File: config.mk
export PLATFORM = sky130hd
export DESIGN_NAME = lcd_seq_ctrl
export DESIGN_NICKNAME = d
export VERILOG_FILES = /design/src/rtl/lcd_pkg.sv /design/src/rtl/lcd_spi_byte_tx.sv /design/src/rtl/lcd_seq_ctrl.sv
export SDC_FILE = /design/constraint.sdc
export NUM_CORES = 1
export LEC_CHECK = 0
export ABC_CLOCK_PERIOD_IN_PS = 6250
export BUFFER_PORTS_ARGS = -buffer_cell sky130_fd_sc_hd__buf_4
export CORE_ASPECT_RATIO = 2
export CORE_MARGIN = 2
export CORE_UTILIZATION = 55
export CTS_CLUSTER_DIAMETER = 30
export CTS_CLUSTER_SIZE = 10
export DETAILED_ROUTE_END_ITERATION = 12
export GPL_TIMING_DRIVEN = 1
export PLACE_DENSITY_LB_ADDON = 0.12
export SLEW_MARGIN = 20
export SYNTH_ARGS = -nofsm -noshare
export SYNTH_HDL_FRONTEND = slang
export SYNTH_SLANG_ARGS = --single-unit
File: constraint.sdc
create_clock -name clk_i -period 6.25 [get_ports clk_i]
set_clock_uncertainty 0.05 [all_clocks]
set_input_delay 0.9375 -clock clk_i [delete_from_list [all_inputs] [get_ports clk_i]]
set_output_delay 0.9375 -clock clk_i [all_outputs]
set_load 0.01 [all_outputs]
File: src/rtl/lcd_pkg.sv
// Shared constants for the ST7789 sequencer: init-table entry types, window
// command codes and the power-up command ROM.
package lcd_pkg;

    typedef enum logic [1:0] {
        EntCmd   = 2'b00,
        EntData  = 2'b01,
        EntDelay = 2'b10,
        EntEnd   = 2'b11
    } entry_type_e;

    localparam logic [7:0] CmdCaset = 8'h2A;
    localparam logic [7:0] CmdRaset = 8'h2B;
    localparam logic [7:0] CmdRamwr = 8'h2C;

    localparam int unsigned InitRomLen = 11;
    localparam int unsigned RomAw      = 4;

    // Entry format {type[1:0], val[7:0]}; delay values are in DELAY_UNIT steps.
    function automatic logic [9:0] init_rom(input logic [RomAw-1:0] idx);
        logic [9:0] ent;
        case (idx)
            4'd0:    ent = {EntCmd,   8'h01};
            4'd1:    ent = {EntDelay, 8'd150};
            4'd2:    ent = {EntCmd,   8'h11};
            4'd3:    ent = {EntDelay, 8'd120};
            4'd4:    ent = {EntCmd,   8'h36};
            4'd5:    ent = {EntData,  8'h70};
            4'd6:    ent = {EntCmd,   8'h3A};
            4'd7:    ent = {EntData,  8'h05};
            4'd8:    ent = {EntCmd,   8'h21};
            4'd9:    ent = {EntCmd,   8'h29};
            default: ent = {EntEnd,   8'h00};
        endcase
        return ent;
    endfunction

endpackage

File: src/rtl/lcd_spi_byte_tx.sv
// SPI mode-0 byte shifter: frames one byte with cs low, MSB first, and pulses
// done in the single cs-high cycle that follows the eighth SCK high phase.
module lcd_spi_byte_tx #(
    parameter int unsigned CLK_DIV = 1
) (
    input  logic       clk_i,
    input  logic       reset_i,
    input  logic       go_i,
    input  logic       rs_i,
    input  logic [7:0] byte_i,
    output logic       ready_o,
    output logic       done_o,
    output logic       sck_o,
    output logic       cs_o,
    output logic       rs_o,
    output logic       mosi_o
);
    localparam int unsigned DivW = (CLK_DIV > 1) ? $clog2(CLK_DIV) : 1;

    typedef enum logic [1:0] {TxIdle, TxShift, TxDone} tx_state_e;

    tx_state_e      state_q, state_d;
    logic [DivW-1:0] div_q;
    logic [2:0]     bit_q;
    logic [7:0]     shift_q;
    logic           sck_q, cs_q, rs_q, mosi_q;
    logic           half_end;

    assign half_end = (div_q == DivW'(CLK_DIV - 1));

    always_ff @(posedge clk_i) begin
        if (reset_i) state_q <= TxIdle;
        else         state_q <= state_d;
    end

    always_comb begin
        state_d = state_q;
        unique case (state_q)
            TxIdle:  if (go_i) state_d = TxShift;
            TxShift: if (half_end && sck_q && bit_q == 3'd7) state_d = TxDone;
            TxDone:  state_d = TxIdle;
            default: state_d = TxIdle;
        endcase
    end

    always_comb begin
        ready_o = (state_q == TxIdle);
        done_o  = (state_q == TxDone);
        sck_o   = sck_q;
        cs_o    = cs_q;
        rs_o    = rs_q;
        mosi_o  = mosi_q;
    end

    // rs and mosi are only reloaded on go, so both hold through the cs-low window.
    always_ff @(posedge clk_i) begin
        if (reset_i) begin
            div_q   <= '0;
            bit_q   <= '0;
            shift_q <= '0;
            sck_q   <= 1'b0;
            cs_q    <= 1'b1;
            rs_q    <= 1'b0;
            mosi_q  <= 1'b0;
        end else begin
            unique case (state_q)
                TxIdle: begin
                    if (go_i) begin
                        shift_q <= byte_i;
                        rs_q    <= rs_i;
                        mosi_q  <= byte_i[7];
                        cs_q    <= 1'b0;
                        sck_q   <= 1'b0;
                        div_q   <= '0;
                        bit_q   <= '0;
                    end
                end
                TxShift: begin
                    if (!half_end) begin
                        div_q <= div_q + 1'b1;
                    end else begin
                        div_q <= '0;
                        if (!sck_q) begin
                            sck_q <= 1'b1;
                        end else begin
                            sck_q <= 1'b0;
                            if (bit_q == 3'd7) begin
                                cs_q <= 1'b1;
                            end else begin
                                bit_q   <= bit_q + 3'd1;
                                shift_q <= {shift_q[6:0], 1'b0};
                                mosi_q  <= shift_q[6];
                            end
                        end
                    end
                end
                default: ;
            endcase
        end
    end

endmodule

File: src/rtl/lcd_seq_ctrl.sv
// ST7789 sequencer: panel reset pulse, power-up table, then on start a window
// set followed by one frame of RGB565 pixels pulled over valid/ready.
module lcd_seq_ctrl
    import lcd_pkg::*;
#(
    parameter int unsigned CLK_DIV      = 1,
    parameter int unsigned RST_LOW_CYC  = 100,
    parameter int unsigned RST_WAIT_CYC = 1000,
    parameter int unsigned DELAY_UNIT   = 1000,
    parameter int unsigned LCD_W        = 240,
    parameter int unsigned LCD_H        = 135,
    parameter int unsigned X_OFS        = 40,
    parameter int unsigned Y_OFS        = 53
) (
    input  logic        clk_i,
    input  logic        reset_i,
    input  logic        start_i,
    input  logic [15:0] pix_data_i,
    input  logic        pix_valid_i,
    output logic        pix_ready_o,
    output logic        busy_o,
    output logic        init_done_o,
    output logic        frame_done_o,
    output logic        lcd_resetn_o,
    output logic        lcd_clk_o,
    output logic        lcd_cs_o,
    output logic        lcd_rs_o,
    output logic        lcd_data_o
);
    localparam int unsigned PixTotal = LCD_W * LCD_H;
    localparam logic [15:0] XStart = 16'(X_OFS);
    localparam logic [15:0] XEnd   = 16'(X_OFS + LCD_W - 1);
    localparam logic [15:0] YStart = 16'(Y_OFS);
    localparam logic [15:0] YEnd   = 16'(Y_OFS + LCD_H - 1);

    typedef enum logic [3:0] {
        StRstLow, StRstWait, StInitFetch, StInitSend, StInitDelay,
        StIdle, StWinSend, StPixHi, StPixLo
    } state_e;

    state_e           state_q, state_d;
    logic [31:0]      cnt_q, cnt_d;
    logic [RomAw-1:0] rom_ptr_q, rom_ptr_d;
    logic [3:0]       win_idx_q, win_idx_d;
    logic [16:0]      pix_cnt_q, pix_cnt_d;
    logic [7:0]       pix_lo_q, pix_lo_d;
    logic             sent_q, sent_d;
    logic             init_done_q, init_done_d;
    logic             frame_done_q, frame_done_d;

    logic [9:0]  rom_entry;
    entry_type_e ent_type;
    logic [7:0]  ent_val;
    logic        win_rs;
    logic [7:0]  win_byte;
    logic        tx_go, tx_rs, tx_ready, tx_done;
    logic [7:0]  tx_byte;

    assign rom_entry = init_rom(rom_ptr_q);
    assign ent_type  = entry_type_e'(rom_entry[9:8]);
    assign ent_val   = rom_entry[7:0];

    always_comb begin
        win_rs   = 1'b1;
        win_byte = 8'h00;
        unique case (win_idx_q)
            4'd0:    begin win_rs = 1'b0; win_byte = CmdCaset; end
            4'd1:    win_byte = XStart[15:8];
            4'd2:    win_byte = XStart[7:0];
            4'd3:    win_byte = XEnd[15:8];
            4'd4:    win_byte = XEnd[7:0];
            4'd5:    begin win_rs = 1'b0; win_byte = CmdRaset; end
            4'd6:    win_byte = YStart[15:8];
            4'd7:    win_byte = YStart[7:0];
            4'd8:    win_byte = YEnd[15:8];
            4'd9:    win_byte = YEnd[7:0];
            4'd10:   begin win_rs = 1'b0; win_byte = CmdRamwr; end
            default: ;
        endcase
    end

    always_ff @(posedge clk_i) begin
        if (reset_i) begin
            state_q      <= StRstLow;
            cnt_q        <= '0;
            rom_ptr_q    <= '0;
            win_idx_q    <= '0;
            pix_cnt_q    <= '0;
            pix_lo_q     <= '0;
            sent_q       <= 1'b0;
            init_done_q  <= 1'b0;
            frame_done_q <= 1'b0;
        end else begin
            state_q      <= state_d;
            cnt_q        <= cnt_d;
            rom_ptr_q    <= rom_ptr_d;
            win_idx_q    <= win_idx_d;
            pix_cnt_q    <= pix_cnt_d;
            pix_lo_q     <= pix_lo_d;
            sent_q       <= sent_d;
            init_done_q  <= init_done_d;
            frame_done_q <= frame_done_d;
        end
    end

    always_comb begin
        state_d      = state_q;
        cnt_d        = cnt_q;
        rom_ptr_d    = rom_ptr_q;
        win_idx_d    = win_idx_q;
        pix_cnt_d    = pix_cnt_q;
        pix_lo_d     = pix_lo_q;
        init_done_d  = init_done_q;
        frame_done_d = 1'b0;
        // sent_q marks a byte handed to the engine and not yet completed.
        sent_d       = tx_done ? 1'b0 : (tx_go ? 1'b1 : sent_q);
        unique case (state_q)
            StRstLow: begin
                cnt_d = cnt_q + 32'd1;
                if (cnt_q == 32'(RST_LOW_CYC - 1)) begin
                    cnt_d   = '0;
                    state_d = StRstWait;
                end
            end
            StRstWait: begin
                cnt_d = cnt_q + 32'd1;
                if (cnt_q == 32'(RST_WAIT_CYC - 1)) begin
                    cnt_d     = '0;
                    rom_ptr_d = '0;
                    state_d   = StInitFetch;
                end
            end
            StInitFetch: begin
                unique case (ent_type)
                    EntCmd, EntData: state_d = StInitSend;
                    EntDelay: begin
                        if (ent_val == 8'd0) begin
                            rom_ptr_d = rom_ptr_q + 1'b1;
                        end else begin
                            cnt_d   = '0;
                            state_d = StInitDelay;
                        end
                    end
                    EntEnd: begin
                        init_done_d = 1'b1;
                        state_d     = StIdle;
                    end
                    default: ;
                endcase
            end
            StInitSend: begin
                if (tx_done) begin
                    rom_ptr_d = rom_ptr_q + 1'b1;
                    state_d   = StInitFetch;
                end
            end
            StInitDelay: begin
                cnt_d = cnt_q + 32'd1;
                if (cnt_q == (32'(ent_val) * DELAY_UNIT) - 32'd1) begin
                    rom_ptr_d = rom_ptr_q + 1'b1;
                    state_d   = StInitFetch;
                end
            end
            StIdle: begin
                if (start_i) begin
                    win_idx_d = '0;
                    state_d   = StWinSend;
                end
            end
            StWinSend: begin
                if (tx_done) begin
                    if (win_idx_q == 4'd10) begin
                        pix_cnt_d = '0;
                        state_d   = StPixHi;
                    end else begin
                        win_idx_d = win_idx_q + 4'd1;
                    end
                end
            end
            StPixHi: begin
                if (tx_go)   pix_lo_d = pix_data_i[7:0];
                if (tx_done) state_d = StPixLo;
            end
            StPixLo: begin
                if (tx_done) begin
                    if (pix_cnt_q == 17'(PixTotal - 1)) begin
                        frame_done_d = 1'b1;
                        state_d      = StIdle;
                    end else begin
                        pix_cnt_d = pix_cnt_q + 17'd1;
                        state_d   = StPixHi;
                    end
                end
            end
            default: state_d = StRstLow;
        endcase
    end

    always_comb begin
        tx_go       = 1'b0;
        tx_rs       = 1'b1;
        tx_byte     = 8'h00;
        pix_ready_o = 1'b0;
        unique case (state_q)
            StInitSend: begin
                tx_go   = tx_ready && !sent_q;
                tx_rs   = (ent_type == EntData);
                tx_byte = ent_val;
            end
            StWinSend: begin
                tx_go   = tx_ready && !sent_q;
                tx_rs   = win_rs;
                tx_byte = win_byte;
            end
            StPixHi: begin
                pix_ready_o = tx_ready && !sent_q;
                tx_go       = pix_ready_o && pix_valid_i;
                tx_byte     = pix_data_i[15:8];
            end
            StPixLo: begin
                tx_go   = tx_ready && !sent_q;
                tx_byte = pix_lo_q;
            end
            default: ;
        endcase
        busy_o       = (state_q != StIdle);
        lcd_resetn_o = (state_q != StRstLow);
        init_done_o  = init_done_q;
        frame_done_o = frame_done_q;
    end

    lcd_spi_byte_tx #(
        .CLK_DIV (CLK_DIV)
    ) u_byte_tx (
        .clk_i   (clk_i),
        .reset_i (reset_i),
        .go_i    (tx_go),
        .rs_i    (tx_rs),
        .byte_i  (tx_byte),
        .ready_o (tx_ready),
        .done_o  (tx_done),
        .sck_o   (lcd_clk_o),
        .cs_o    (lcd_cs_o),
        .rs_o    (lcd_rs_o),
        .mosi_o  (lcd_data_o)
    );

endmodule

---- Yosys cells after proc, flatten, opt, wreduce, memory -nomap -nowiden ----
Memories as Yosys holds them, arrays and structs flattened. A register that Yosys moved wholly into a read port is not among the register bits.
Cells that the tools add are included.
W data, S select, Z words.
storage, ports and cells
  register bits ........................... 89
  memory bits (read-only) ................. 160
  memories ................................ 1
cells by class
  add/subtract/negate cells ............... 7
  multipliers ............................. 1
  equality and inequality tests ........... 47
  multiplexer cells ....................... 70
  bitwise operators ....................... 3
  reduce and logical (&&, ||, !) cells .... 34
memory list
  name              depth  bits a word  read ports  clocked after memory_dff  wr ports  line           source
  (name not given)  16     10           1           1                         0         lcd_pkg.sv:22  case (idx)
operators with widths
  kind                     number
  $mux W32                 4
  $pmux W32 S4             1
  $mux W4                  20
  $mux W17                 4
  $pmux W8 S8              1
  $pmux W4 S9              1
  $ne A2 B2 Y1 const B     17
  $pmux W17 S2             1
  $add A32 B1 Y32 const B  1
  $eq A32 B10 Y1 const B   1
  $eq A32 B32 Y1           1
  $eq A32 B7 Y1 const B    1
  $pmux W8 S4              1
  $eq A4 B3 Y1 const B     7
  $mux W7                  4
  $sub A18 B1 Y19 const B  1
  $add A17 B1 Y17 const B  1
  $eq A17 B15 Y1 const B   1
  $eq A4 B2 Y1 const B     4
  $pmux W4 S4              1
  $mul A8 B7 Y15 const B   1
  $reduce_and A5 Y1        3
  $mux W1                  14
  $pmux W7 S2              1
  other kinds (33)         70

---- Longest topological paths before layout ----
  word-level depth ........................ 7
  mapped depth ............................ 24
  mapped depth without buffers ............ 23

---- Cells and area by module ----
Synthesis repeated with hierarchy kept, for this count alone.
unflattened totals
  cells, all modules ...................... 895
  area total of the unflattened synthesis .. 7347.0 um^2
by module, submodules not included
  module           times used  cells each  area each (um^2)  sequential area each (um^2)
  lcd_seq_ctrl     1           823         6570.1            1641.6
  lcd_spi_byte_tx  1           72          777.0             320.3

---- Least setup slack after synthesis ----
Ideal clock, no wire load.
  path kind ............................... register to register
  start point ............................. register, netlist name rom_entry[1]
  end point ............................... register state_q[2]
  data arrival time ....................... 5.954 ns
  required time ........................... 6.119 ns
  path slack .............................. 0.165 ns
  stages on the path, launching flop included .. 21
  path buffers ............................ 1
  period minus slack after synthesis ...... 6.085 ns
  cell sequence ........................... dfxtp_1 -> fa_1 -> inv_1 -> fa_1 -> fa_1 -> inv_1 -> fa_1 -> ha_1 -> a21o_1 -> a31o_1 -> nor4_2 -> a311oi_4 -> xor2_2 -> a21o_2 -> a2111oi_2 -> and4_4 -> a21boi_1 -> or4_1 -> buf_2 -> or4_1 -> a41oi_1
on the way
  word-level cells in the longest chain between the ends .. 5
  elaborated cells on any way between the ends .. 7
  classes of those cells .................. add/sub: 1; mul: 1; eq/ne: 3; reduce/logical: 2
RTL lines
  item                            line                 source
  $mul A8 B7 Y15                  lcd_seq_ctrl.sv:159  if (cnt_q == (32'(ent_val) * DELAY_UNIT) - 32'd1) begin
  $sub A18 B1 Y19                 lcd_seq_ctrl.sv:159
  $eq A32 B32 Y1                  lcd_seq_ctrl.sv:159
  $ne A2 B2 Y1 (no line)          --
  $reduce_and A10 Y1 (no line) *  --
  end signal, assigned            lcd_seq_ctrl.sv:84   state_q <= StRstLow;
  end signal, assigned            lcd_seq_ctrl.sv:94   state_q <= state_d;
  end, declared                   lcd_seq_ctrl.sv:41   state_e state_q, state_d;
Mark *: on every way between the ends. The rest lies on a longest branch, timed or not.
A chain may end at the register's enable or synchronous reset.

---- Worst setup path in the final report ----
  start point ............................. register, netlist name rom_entry[1]
  end point ............................... register, netlist name rom_entry[5]
on the way
  word-level cells in the longest chain between the ends .. 7
  elaborated cells on any way between the ends .. 9
  classes of those cells .................. add/sub: 1; mul: 1; eq/ne: 3; mux: 2; reduce/logical: 2
RTL lines
  item                               line
  $mul A8 B7 Y15                     lcd_seq_ctrl.sv:159
  $sub A18 B1 Y19                    lcd_seq_ctrl.sv:159
  $eq A32 B32 Y1                     lcd_seq_ctrl.sv:159
  $ne A2 B2 Y1 (no line)             --
  $reduce_and A6 Y1 (no line) *      --
  $mux W4 (no line) * (2 in series)  --
Marked as above.

==> flow_summary.json <==
{
  "status": "complete, no violations",
  "cp_top_family": "adder cells",
  "synth_compound_area_frac": 0.160,
  "synth_simple_gate_area_frac": 0.247,
  "muxShareOfSynthArea": 0.0272,
  "synth_cell_type_count": 79,
  "antenna_found_initial": 0,
  "critPathKind": "reg -> reg",
  "syn_area_per_cell_um2": 8.18,
  "initial_core_util": 0.563,
  "cts_tree": "yes",
  "slowest_stage": "a311oi_4",
  "numCtsBuffers": 9,
  "hold_viol_final": 0,
  "ant_nets": 0,
  "clkTransAtPathRegs_ps": 80,
  "htree_levels": 3,
  "fin_crit_ps": 6130,
  "cp_common_cell": "fa_1",
  "clock_latency_ps": 350,
  "synth_xor_xnor_area_share": 0.0865,
  "fin_crit_sh": 0.981,
  "pre_cts_ws_ps": -131,
  "clock.fmax_mhz": 163,
  "chipHeight_um": 168,
  "hold_path_class": "reg -> reg",
  "post_dp_cell_area_mm2": 0.00779,
  "worst_slack_ps": 119,
  "slowest_delay_ps": 560,
  "ir_drop_mv": 0.167,
  "crit_path_end_kind": "flop",
  "crit_buf_inv": 3,
  "nets": 1038,
  "grtUsageTotal": 0.264,
  "io_buffers": 28,
  "cp-start-kind": "flop",
  "grt_max_degree": 47,
  "grt_pass1_vias": 6743,
  "crit_chain": "fa_1 > inv_1 > fa_1 > fa_1 > inv_1 > fa_1 > ha_4 > a21o_1 > a31oi_2 > nand2_2 > a311oi_4 > xor2_2 > nand4_1 > a2111oi_4 > and4_4 > a21oi_2 > mux2i_1 > nor2_2 > buf_4 > ha_2 > nand3b_1 > o211ai_1",
  "pwr_density_cell_mw_per_mm2": 232,
  "die_w_um": 85.8,
  "hpwl_um": 14300,
  "synth_fa_ha_area_frac": 0.154,
  "finish.instance_area_mm2": 0.00844,
  "ys_ff_latch": 98,
  "io_pins": 29,
  "path_max_fanout": 7,
  "synth_edf_count": 0,
  "worstPathRequired_ps": 6410,
  "rows": 59,
  "ys.flop_type": "dfxtp_1",
  "crit_arrival_ps": 6290,
  "die_area_mm2": 0.0144,
  "diodes": 0,
  "finalMaxSlewViolations": 0,
  "drtIter0Drc": 303,
  "place_congestion": 0.898,
  "drive_gt1_frac": 0.161,
  "cts-root-buf": "clkbuf_16",
  "slew_headroom": 0.289,
  "synth_top_family_by_area": "simple AND/OR/NAND/NOR gates",
  "syn2layout_area_growth_pct": 14.8,
  "tightest_slew_ps": 1070,
  "hold_buffers": 0,
  "fillerInstances": 1081,
  "post_drt_via_cell_ratio": 6.17,
  "rrSetupSlack_ps": 120,
  "final_common_cell": "nor2_1",
  "core_area_mm2": 0.0131,
  "cap_violations": 0,
  "vias": 6778,
  "layout_common_cells": "nor2_1, dfxtp_1, buf_4, inv_1, nand2_1",
  "ys_seq_area_frac": 0.267,
  "async_flop_share": 0,
  "grt-ovfl-total": 0,
  "drt-wirelength-per-cell_um": 17.5,
  "cts.path.max_buffers": 2,
  "first_pass_iters": 5,
  "wl_um": 19200,
  "setup-tns-final_ps": 0,
  "setup_viol": 0,
  "syn-instance-count": 899,
  "grt_pass1_wl_um": 30900,
  "syn-num-nets": 996,
  "rsz0062_at_grt": "yes",
  "drc": 0,
  "power.leakage_nw": 3.43,
  "clkSinkCount": 98,
  "yosysWarnings": 0,
  "synth_area_mm2": 0.00735
}
## stage by stage
stage | util | std cells | hold WS [ps] | power [mW]
finish | 0.646 | 1098 | 409 | 1.96
global route | 0.646 | 1098 | 443 | 2.06
CTS | 0.626 | 1085 | 411 | 1.89
detailed placement | 0.596 | 1066 | 400 | 1.30
global placement | 0.596 | 1066 | 391 | 1.28
floorplan | - | 899 | 383 | 1.15
## path summary, 6_finish.rpt
check	startpoint	endpoint	cells after the start
max reg2reg	rom_entry[1]$_SDFF_PP0_	rom_entry[5]$_DFF_P_	22
min	u_byte_tx.bit_q[1]$_SDFFE_PP0P_	u_byte_tx.bit_q[1]$_SDFFE_PP0P_	2
min reg2reg	u_byte_tx.bit_q[1]$_SDFFE_PP0P_	u_byte_tx.bit_q[1]$_SDFFE_PP0P_	2
max	rom_entry[1]$_SDFF_PP0_	rom_entry[5]$_DFF_P_	22
## metal layers
| layer | part of all wire | wire, µm | GRT usage |
|---|---|---|---|
| met3 | 0.037 | 712 | 0.0350 |
| met4 | 0.039 | 741 | 0.125 |
| met2 | 0.57 | 10900 | 0.518 |
| met5 | 0 | 0 | 0 |
| met1 | 0.36 | 6830 | 0.263 |
## power by group
group	switching (mW)	internal, mW	leakage [nW]	total, mW
combinational	0.400	0.313	2.50	0.712
clock	0.279	0.282	0.143	0.561
sequential	0.0380	0.647	0.792	0.685
## registers in the layout, summed over array words and instances (netlist names), 2 cells and up
| name | count |
|---|---|
| cnt_q | 32 |
| pix_cnt_q | 17 |
| pix_lo_q | 8 |
| rom_entry | 10 |
| rom_ptr_q | 4 |
| state_q | 4 |
| u_byte_tx.bit_q | 3 |
| u_byte_tx.shift_q | 7 |
| u_byte_tx.state_q | 2 |
| win_idx_q | 4 |
## synth_stat cells (10+ instances only)
master,instances,area (µm²)
a211oi_1,14,105
a21oi_1,49,245
a31oi_1,10,62.6
and3_1,14,87.6
and4_1,12,105
clkbuf_1,30,113
dfxtp_1,98,1960
fa_1,22,440
ha_1,55,688
inv_1,66,248
mux2i_1,20,200
nand2_1,51,191
nand3_1,37,185
nand4_1,22,138
nor2_1,120,450
nor3_1,30,150
nor4_1,12,75.1
o21ai_0,29,145
xnor2_1,24,210
xor2_1,44,385
## cell families (layout without fill, tap and decap cells)
group           Yosys count  after routing
buf+inv                 109            156
fa+ha+maj                77             77
compound gates          168            168
flops                    98             98
mux                      20             20
xor+xnor                 70             70
simple gates            357            357
## worst min-delay path, cell delays in order, from the launching register on
cell and delay, ps:
dfxtp_1 320, nand2_1 50, a21oi_1 50
## layout make-up
cell class,count,area [µm²],area share
Inverter,66,248,0.0293
Clock inverter,7,68.8,0.00815
Multi-Input combinational cell,692,5170,0.613
Clock buffer,9,225,0.0267
Tap cell,152,190,0.0225
Timing Repair Buffer,74,567,0.0671
Sequential cell,98,1970,0.233
## timing repair
item / CTS / global route
setup buffers: 3 / 13
pin swaps: 2 / 19
setup endpoints to repair: 11 / 15
resized for setup: 15 / 37
(Power assumes the default switching activity.)
